`src/rtl/m65_slot_pkg.sv`:
```
`default_nettype none
// ============================================================================
// Module   : m65_slot_pkg
// Purpose  : Shared definitions for the m65 bus-slot arbiter. Holds the FSM
//            state encoding, the requester index constants and the width of
//            the DMA burst counter.
// Revision : 1.0 - initial release
// ============================================================================
package m65_slot_pkg;

  // Requester bit positions within req/done/grant.
  localparam int REQ_CPU = 0;
  localparam int REQ_DMA = 1;

  // One-bit owner identifiers, used for last_owner and the picker result.
  localparam logic OWNER_CPU = 1'b0;
  localparam logic OWNER_DMA = 1'b1;

  // Consecutive-DMA-grant counter width; DMA_BURST_MAX must fit (1..15).
  localparam int BURST_W = 4;

  typedef enum logic [1:0] {
    ST_IDLE    = 2'd0,
    ST_OWN_CPU = 2'd1,
    ST_OWN_DMA = 2'd2
  } slot_state_t;

endpackage
`default_nettype wire

```
`src/rtl/m65_rr_pick.sv`:
```
`default_nettype none
// ============================================================================
// Module   : m65_rr_pick
// Purpose  : Combinational winner selection between CPU and DMA.
//            A single requester always wins. On a tie the owner that did not
//            win last time is chosen, except that the CPU is forced once the
//            DMA has taken DMA_BURST_MAX consecutive grants.
// Ports    : req        in  [1:0]        bit0 CPU, bit1 DMA
//            last_owner in  1            previous grant owner (1 = DMA)
//            burst_cnt  in  [BURST_W-1:0] consecutive DMA grants
//            winner     out 1            selected owner (1 = DMA); CPU if no req
// Revision : 1.0 - initial release
// ============================================================================
module m65_rr_pick
  import m65_slot_pkg::*;
#(
  parameter int DMA_BURST_MAX = 4
) (
  input  logic [1:0]         req,
  input  logic               last_owner,
  input  logic [BURST_W-1:0] burst_cnt,
  output logic               winner
);

  localparam logic [BURST_W-1:0] C_BURST_MAX = BURST_W'(DMA_BURST_MAX);

  always_comb begin
    winner = OWNER_CPU;
    case (req)
      2'b10: winner = OWNER_DMA;
      2'b11: begin
        if (burst_cnt >= C_BURST_MAX) begin
          winner = OWNER_CPU;
        end else begin
          winner = ~last_owner;
        end
      end
      default: winner = OWNER_CPU;
    endcase
  end

endmodule
`default_nettype wire

```
`src/rtl/m65_slot_arbiter.sv`:
```
`default_nettype none
// ============================================================================
// Module   : m65_slot_arbiter
// Purpose  : Grants the bus slot to CPU or DMA. A slot is either a slot_step
//            pulse or any cycle in full_speed mode; one unused slot may be
//            remembered (pending) and spent later. The grant is held until
//            the owner pulses its done bit, and may hand over directly to the
//            next winner without an idle cycle.
// Ports    : clk         in  1       system clock, rising edge
//            reset_n     in  1       asynchronous active-low reset
//            slot_step   in  1       slot pulse from the pacing counter
//            full_speed  in  1       every cycle is a slot
//            req         in  [1:0]   requests, bit0 CPU, bit1 DMA
//            done        in  [1:0]   owner finished its bus cycle
//            grant       out [1:0]   one-hot or zero, decoded from state flops
//            busy        out 1       any grant held
//            slot_miss   out [MISS_W-1:0] saturating count of dropped slots
// Config   : M65_SLOT_MISS_CNT_EN - when defined the slot_miss counter is
//            built; otherwise slot_miss is tied to zero.
// Revision : 1.0 - initial release
// ============================================================================
module m65_slot_arbiter
  import m65_slot_pkg::*;
#(
  parameter int DMA_BURST_MAX = 4,
  parameter int MISS_W        = 8
) (
  input  logic              clk,
  input  logic              reset_n,
  input  logic              slot_step,
  input  logic              full_speed,
  input  logic [1:0]        req,
  input  logic [1:0]        done,
  output logic [1:0]        grant,
  output logic              busy,
  output logic [MISS_W-1:0] slot_miss
);

  slot_state_t        r_state;
  slot_state_t        w_state_nxt;
  logic               r_pending;
  logic               w_pending_nxt;
  logic               r_last_owner;
  logic [BURST_W-1:0] r_burst_cnt;

  logic               w_slot_now;
  logic               w_slot_avail;
  logic               w_owner_done;
  logic               w_issue;
  logic               w_winner;

  assign w_slot_now   = full_speed | slot_step;
  assign w_slot_avail = w_slot_now | r_pending;

  // A done pulse on a bit that is not currently granted is ignored.
  assign w_owner_done = ((r_state == ST_OWN_CPU) && done[REQ_CPU]) ||
                        ((r_state == ST_OWN_DMA) && done[REQ_DMA]);

  m65_rr_pick #(
    .DMA_BURST_MAX (DMA_BURST_MAX)
  ) u_rr_pick (
    .req        (req),
    .last_owner (r_last_owner),
    .burst_cnt  (r_burst_cnt),
    .winner     (w_winner)
  );

  // --------------------------------------------------------------------------
  // FSM next-state / pending logic
  // --------------------------------------------------------------------------
  always_comb begin
    w_state_nxt   = r_state;
    w_pending_nxt = r_pending;
    w_issue       = 1'b0;
    case (r_state)
      ST_IDLE: begin
        if (w_slot_avail && (|req)) begin
          w_issue = 1'b1;
        end else if (w_slot_now) begin
          w_pending_nxt = 1'b1;
        end
      end
      ST_OWN_CPU, ST_OWN_DMA: begin
        if (w_owner_done) begin
          if (w_slot_avail && (|req)) begin
            w_issue = 1'b1;
          end else begin
            // An unclaimed slot arriving with done is remembered.
            w_state_nxt   = ST_IDLE;
            w_pending_nxt = r_pending | w_slot_now;
          end
        end else if (w_slot_now) begin
          w_pending_nxt = 1'b1;
        end
      end
      default: begin
        w_state_nxt = ST_IDLE;
      end
    endcase
    // Issuing a grant always spends the slot, including a remembered one.
    if (w_issue) begin
      w_state_nxt   = (w_winner == OWNER_DMA) ? ST_OWN_DMA : ST_OWN_CPU;
      w_pending_nxt = 1'b0;
    end
  end

  always_ff @(posedge clk or negedge reset_n) begin
    if (!reset_n) begin
      r_state   <= ST_IDLE;
      r_pending <= 1'b0;
    end else begin
      r_state   <= w_state_nxt;
      r_pending <= w_pending_nxt;
    end
  end

  // --------------------------------------------------------------------------
  // Arbitration history. last_owner resets to DMA so the CPU wins the first
  // tie. burst_cnt counts DMA grants taken while the CPU was also waiting;
  // a DMA grant with no CPU request, or any CPU grant, restarts it.
  // --------------------------------------------------------------------------
  always_ff @(posedge clk or negedge reset_n) begin
    if (!reset_n) begin
      r_last_owner <= OWNER_DMA;
      r_burst_cnt  <= '0;
    end else if (w_issue) begin
      r_last_owner <= w_winner;
      if ((w_winner == OWNER_DMA) && req[REQ_CPU]) begin
        if (r_burst_cnt != '1) begin
          r_burst_cnt <= r_burst_cnt + 1'b1;
        end
      end else begin
        r_burst_cnt <= '0;
      end
    end
  end

  assign grant = {(r_state == ST_OWN_DMA), (r_state == ST_OWN_CPU)};
  assign busy  = |grant;

`ifdef M65_SLOT_MISS_CNT_EN
  // A slot is lost when one arrives during a held grant while another slot
  // is already remembered.
  logic              w_slot_lost;
  logic [MISS_W-1:0] r_slot_miss;

  assign w_slot_lost = (r_state != ST_IDLE) && !w_owner_done &&
                       w_slot_now && r_pending;

  always_ff @(posedge clk or negedge reset_n) begin
    if (!reset_n) begin
      r_slot_miss <= '0;
    end else if (w_slot_lost && (r_slot_miss != '1)) begin
      r_slot_miss <= r_slot_miss + 1'b1;
    end
  end

  assign slot_miss = r_slot_miss;
`else
  assign slot_miss = '0;
`endif

endmodule
`default_nettype wire

```
`config.mk`:
```
export PLATFORM = sky130hd
export DESIGN_NAME = m65_slot_arbiter
export DESIGN_NICKNAME = d
export VERILOG_FILES = /design/src/rtl/m65_slot_pkg.sv /design/src/rtl/m65_rr_pick.sv /design/src/rtl/m65_slot_arbiter.sv
export SDC_FILE = /design/constraint.sdc
export NUM_CORES = 1
export LEC_CHECK = 0
export CELL_PAD_IN_SITES_DETAIL_PLACEMENT = 0
export CELL_PAD_IN_SITES_GLOBAL_PLACEMENT = 1
export CORE_MARGIN = 2
export CORE_UTILIZATION = 35
export CTS_CLUSTER_SIZE = 25
export DETAILED_ROUTE_END_ITERATION = 10
export PLACE_DENSITY_LB_ADDON = 0.1
export RECOVER_POWER = 50
export SKIP_CTS_REPAIR_TIMING = 1
export SKIP_LAST_GASP = 1
export SLEW_MARGIN = 10
export SYNTH_ARGS = -nofsm -noshare
export SYNTH_HDL_FRONTEND = slang
export SYNTH_HIERARCHICAL = 1
export SYNTH_SLANG_ARGS = --single-unit
```
`constraint.sdc`:
```
create_clock -name clk -period 3.5 [get_ports clk]
set_clock_uncertainty 0.15 [all_clocks]
set_input_delay 0.875 -clock clk [delete_from_list [all_inputs] [get_ports clk]]
set_output_delay 0.875 -clock clk [all_outputs]
set_load 0.005 [all_outputs]
```
==> flow_metrics.env <==
export IMPL_status="complete, no violations"
export IMPL_fin_setup_tns_ns=0
export IMPL_startpoint="r_state[0]$_DFFE_PN0P_"
export IMPL_cts_root_buf="clkbuf_4"
export IMPL_cap_violations=0
export IMPL_drtIter0Drc=4
export IMPL_clock_path_buffers=2
export IMPL_clock_sinks=8
export IMPL_drt_first_pass_iters=4
export IMPL_worstSkewPairLatency_ns=0.25
export IMPL_overflow=0
export IMPL_diodes=0
export IMPL_gp_congestion=0.720
export IMPL_finalCritPeriodShare_pct=75.3
export IMPL_syn_area_um2=596
export IMPL_nets=87
export IMPL_cts_tree="done"
export IMPL_cp_start_kind="flop"
export IMPL_max_vdd_ir_drop_uv=313
export IMPL_grt_pass1_wl_mm=2.03
export IMPL_hold_start="r_burst_cnt[0]$_DFFE_PN0P_"
export IMPL_setup_viol=0
export IMPL_ys_seq_area_share_pct=33.8
export IMPL_setup_ws_ns=0.864
export IMPL_reg2reg_from="r_state[0]$_DFFE_PN0P_"
export IMPL_worstPathRequired_ns=2.47
export IMPL_p_sw_share_pct=38.3
export IMPL_p_comb_share_pct=53.0
export IMPL_setup_worst_path_class="reg2out"
export IMPL_internal_power_mw=0.315
export IMPL_fillCellCount=159
export IMPL_p_sw_mw=0.195
export IMPL_die_y_um=45.3
export IMPL_wl_mm=1.16
export IMPL_pwr_share_seq_pct=31.8
export IMPL_clock_power_share_pct=15.1
export IMPL_ys_ff_latch=8
export IMPL_pwr_density_cell_mw_per_mm2=720
export IMPL_dp_slack_ns=0.958
export IMPL_drv_slew=0
export IMPL_grt_pass1_vias=442
export IMPL_multi_input_area_um2=342
export IMPL_min_period_ns=2.64
export IMPL_antenna_found_initial=0
export IMPL_yosys_warnings=6
export IMPL_grt_max_degree=9
export IMPL_hold_class="reg2reg"
export IMPL_seq_area_um2=201
export IMPL_async_flop_share_pct=100
export IMPL_core_region_area_mm2=0.00156
export IMPL_route_detailed_drc=0
export IMPL_cp_max_fo=5
export IMPL_ys_flop_type="dfrtp_1"
export IMPL_synth_top_area_share_pct=29.4
export IMPL_die_w_um=45.3
export IMPL_grt_usage_pct=14.2
export IMPL_cp_end_kind="output pin"
export IMPL_yosysTopAreaCell="dfrtp_1"
export IMPL_fmax_ghz=0.379
export IMPL_wl_per_cell_um=13.2
export IMPL_cts_buffers_inserted=3
export IMPL_area_delta_synth_final_pct=18.9
export IMPL_portBuffers=10
export IMPL_power_static_leakage_nw=0.322
export IMPL_die_area_mm2=0.00205
export IMPL_viasPerCell=5.24
export IMPL_io_pins=19
export IMPL_drive_above_1_share_pct=12.5
export IMPL_htree_levels=1
export IMPL_postRouteAntennaNets=0
export IMPL_hpwl_um=913
export IMPL_arrival_ns=1.61
export IMPL_synthTopCellsByArea="dfrtp_1 29%, ha_1 13%, buf_4 10%"
export IMPL_ys_types=28
export IMPL_synth_area_per_cell_um2=10.1
export IMPL_synth_edff_count=0
export IMPL_start_util_pct=38.2
export IMPL_clk_pin_slew_ns=0.06
export IMPL_synth_most_common_cell="buf_4"
export IMPL_fp_row_count=14
export IMPL_synth_cells=59
export IMPL_vias=461
export IMPL_synth_common_cells="8 x buf_4, 7 x dfrtp_1, 6 x ha_1, 5 x inv_1"
export IMPL_finalHoldViolCount=0
export IMPL_rsz0062_at_grt="no"
## power groups by stage
stage                     sequential, mW  combinational (mW)  clock [mW]
after global placement             0.166               0.272           0
final                              0.162               0.270      0.0773
after detailed placement           0.165               0.271           0
after CTS                          0.164               0.272      0.0815
after global routing               0.169               0.302      0.0875
after floorplan                    0.157               0.189           0
## metal layers
metal | wire length [um] | vias up | track usage [%]
met2 | 530 | 20 | 20.3
met4 | 0 | 0 | 3.53
met3 | 91 | 0 | 8.00
met1 | 543 | 211 | 18.5
met5 | 0 | - | 0
li1 | - | 230 | -
## cell type report
class | instances | share of cell area (%)
clock buffer | 4 | 3.71
multi-input combinational | 45 | 48.2
timing repair buffer | 10 | 14.1
sequential | 8 | 28.4
tap | 16 | 2.83
inverter | 5 | 2.65
## cell families (layout without fill, tap and decap cells)
logic type / count (synthesis) / count (layout) / share of synthesized area, %
compound gates: 18 / 18 / 26.7
simple gates: 12 / 12 / 11.1
fa+ha+maj: 6 / 6 / 12.6
other cells: 1 / 8 / 0.630
mux: 1 / 1 / 1.89
buf+inv: 13 / 19 / 13.2
flops: 8 / 8 / 33.8
## critical path, stage by stage (launching register included)
cell and delay, ns:
dfrtp_1 0.41, inv_1 0.09, ha_1 0.34, clkdlybuf4s50_1 0.52
## sequential cells by signal, indices dropped and copies added (netlist names)
| signal | flops |
|---|---|
| r_pending | 1 |
| r_last_owner | 1 |
| r_state | 2 |
| r_burst_cnt | 4 |
## through the flow
stage                     util, %  total power, mW  hold WS (ns)  instances  instance area (um2)
after floorplan                 -            0.345         0.342         66                  622
after global placement       43.7            0.438         0.383         84                  682
after detailed placement     43.7            0.436         0.385         84                  682
after CTS                    45.4            0.518         0.406         88                  708
after global routing         45.4            0.559         0.421         88                  708
final                        45.4            0.510         0.408         88                  708
## worst paths after layout
check                      cells after the start  slack (ns)                    endpoint
min in group asynchronous                      1        0.84  r_burst_cnt[2]$_DFFE_PN0P_
min                                            1        0.41  r_burst_cnt[0]$_DFFE_PN0P_
max in group asynchronous                      1        2.04    r_last_owner$_DFFE_PN1P_
min reg2reg                                    1        0.41  r_burst_cnt[0]$_DFFE_PN0P_
max reg2reg                                    6        1.60    r_last_owner$_DFFE_PN1P_
max                                            3        0.86                        busy
## placed cells by master, fill, tap and decap left out
cell             netlist  routed
conb_1                 1       8
clkdlybuf4s50_1        0       8
dfrtp_1                7       7
ha_1                   6       6
inv_1                  5       5
nor2_1                 3       3
a21oi_1                3       3
clkbuf_4               0       3
a22o_1                 2       2
nand2_1                2       2
nand3_1                2       2
a32o_1                 2       2
o2bb2ai_1              2       2
dlygate4sd3_1          0       2
o32ai_4                1       1
nor2_4                 1       1
a21o_1                 1       1
o22a_1                 1       1
mux2_2                 1       1
and2_4                 1       1
o311ai_0               1       1
nor3_1                 1       1
a31o_2                 1       1
a31oi_1                1       1
and3_1                 1       1
o211ai_1               1       1
o22ai_1                1       1
clkbuf_1               0       1
dfstp_2                1       1
o31ai_1                1       1
and2_1                 1       1
Power figures use the tool's default switching activity.
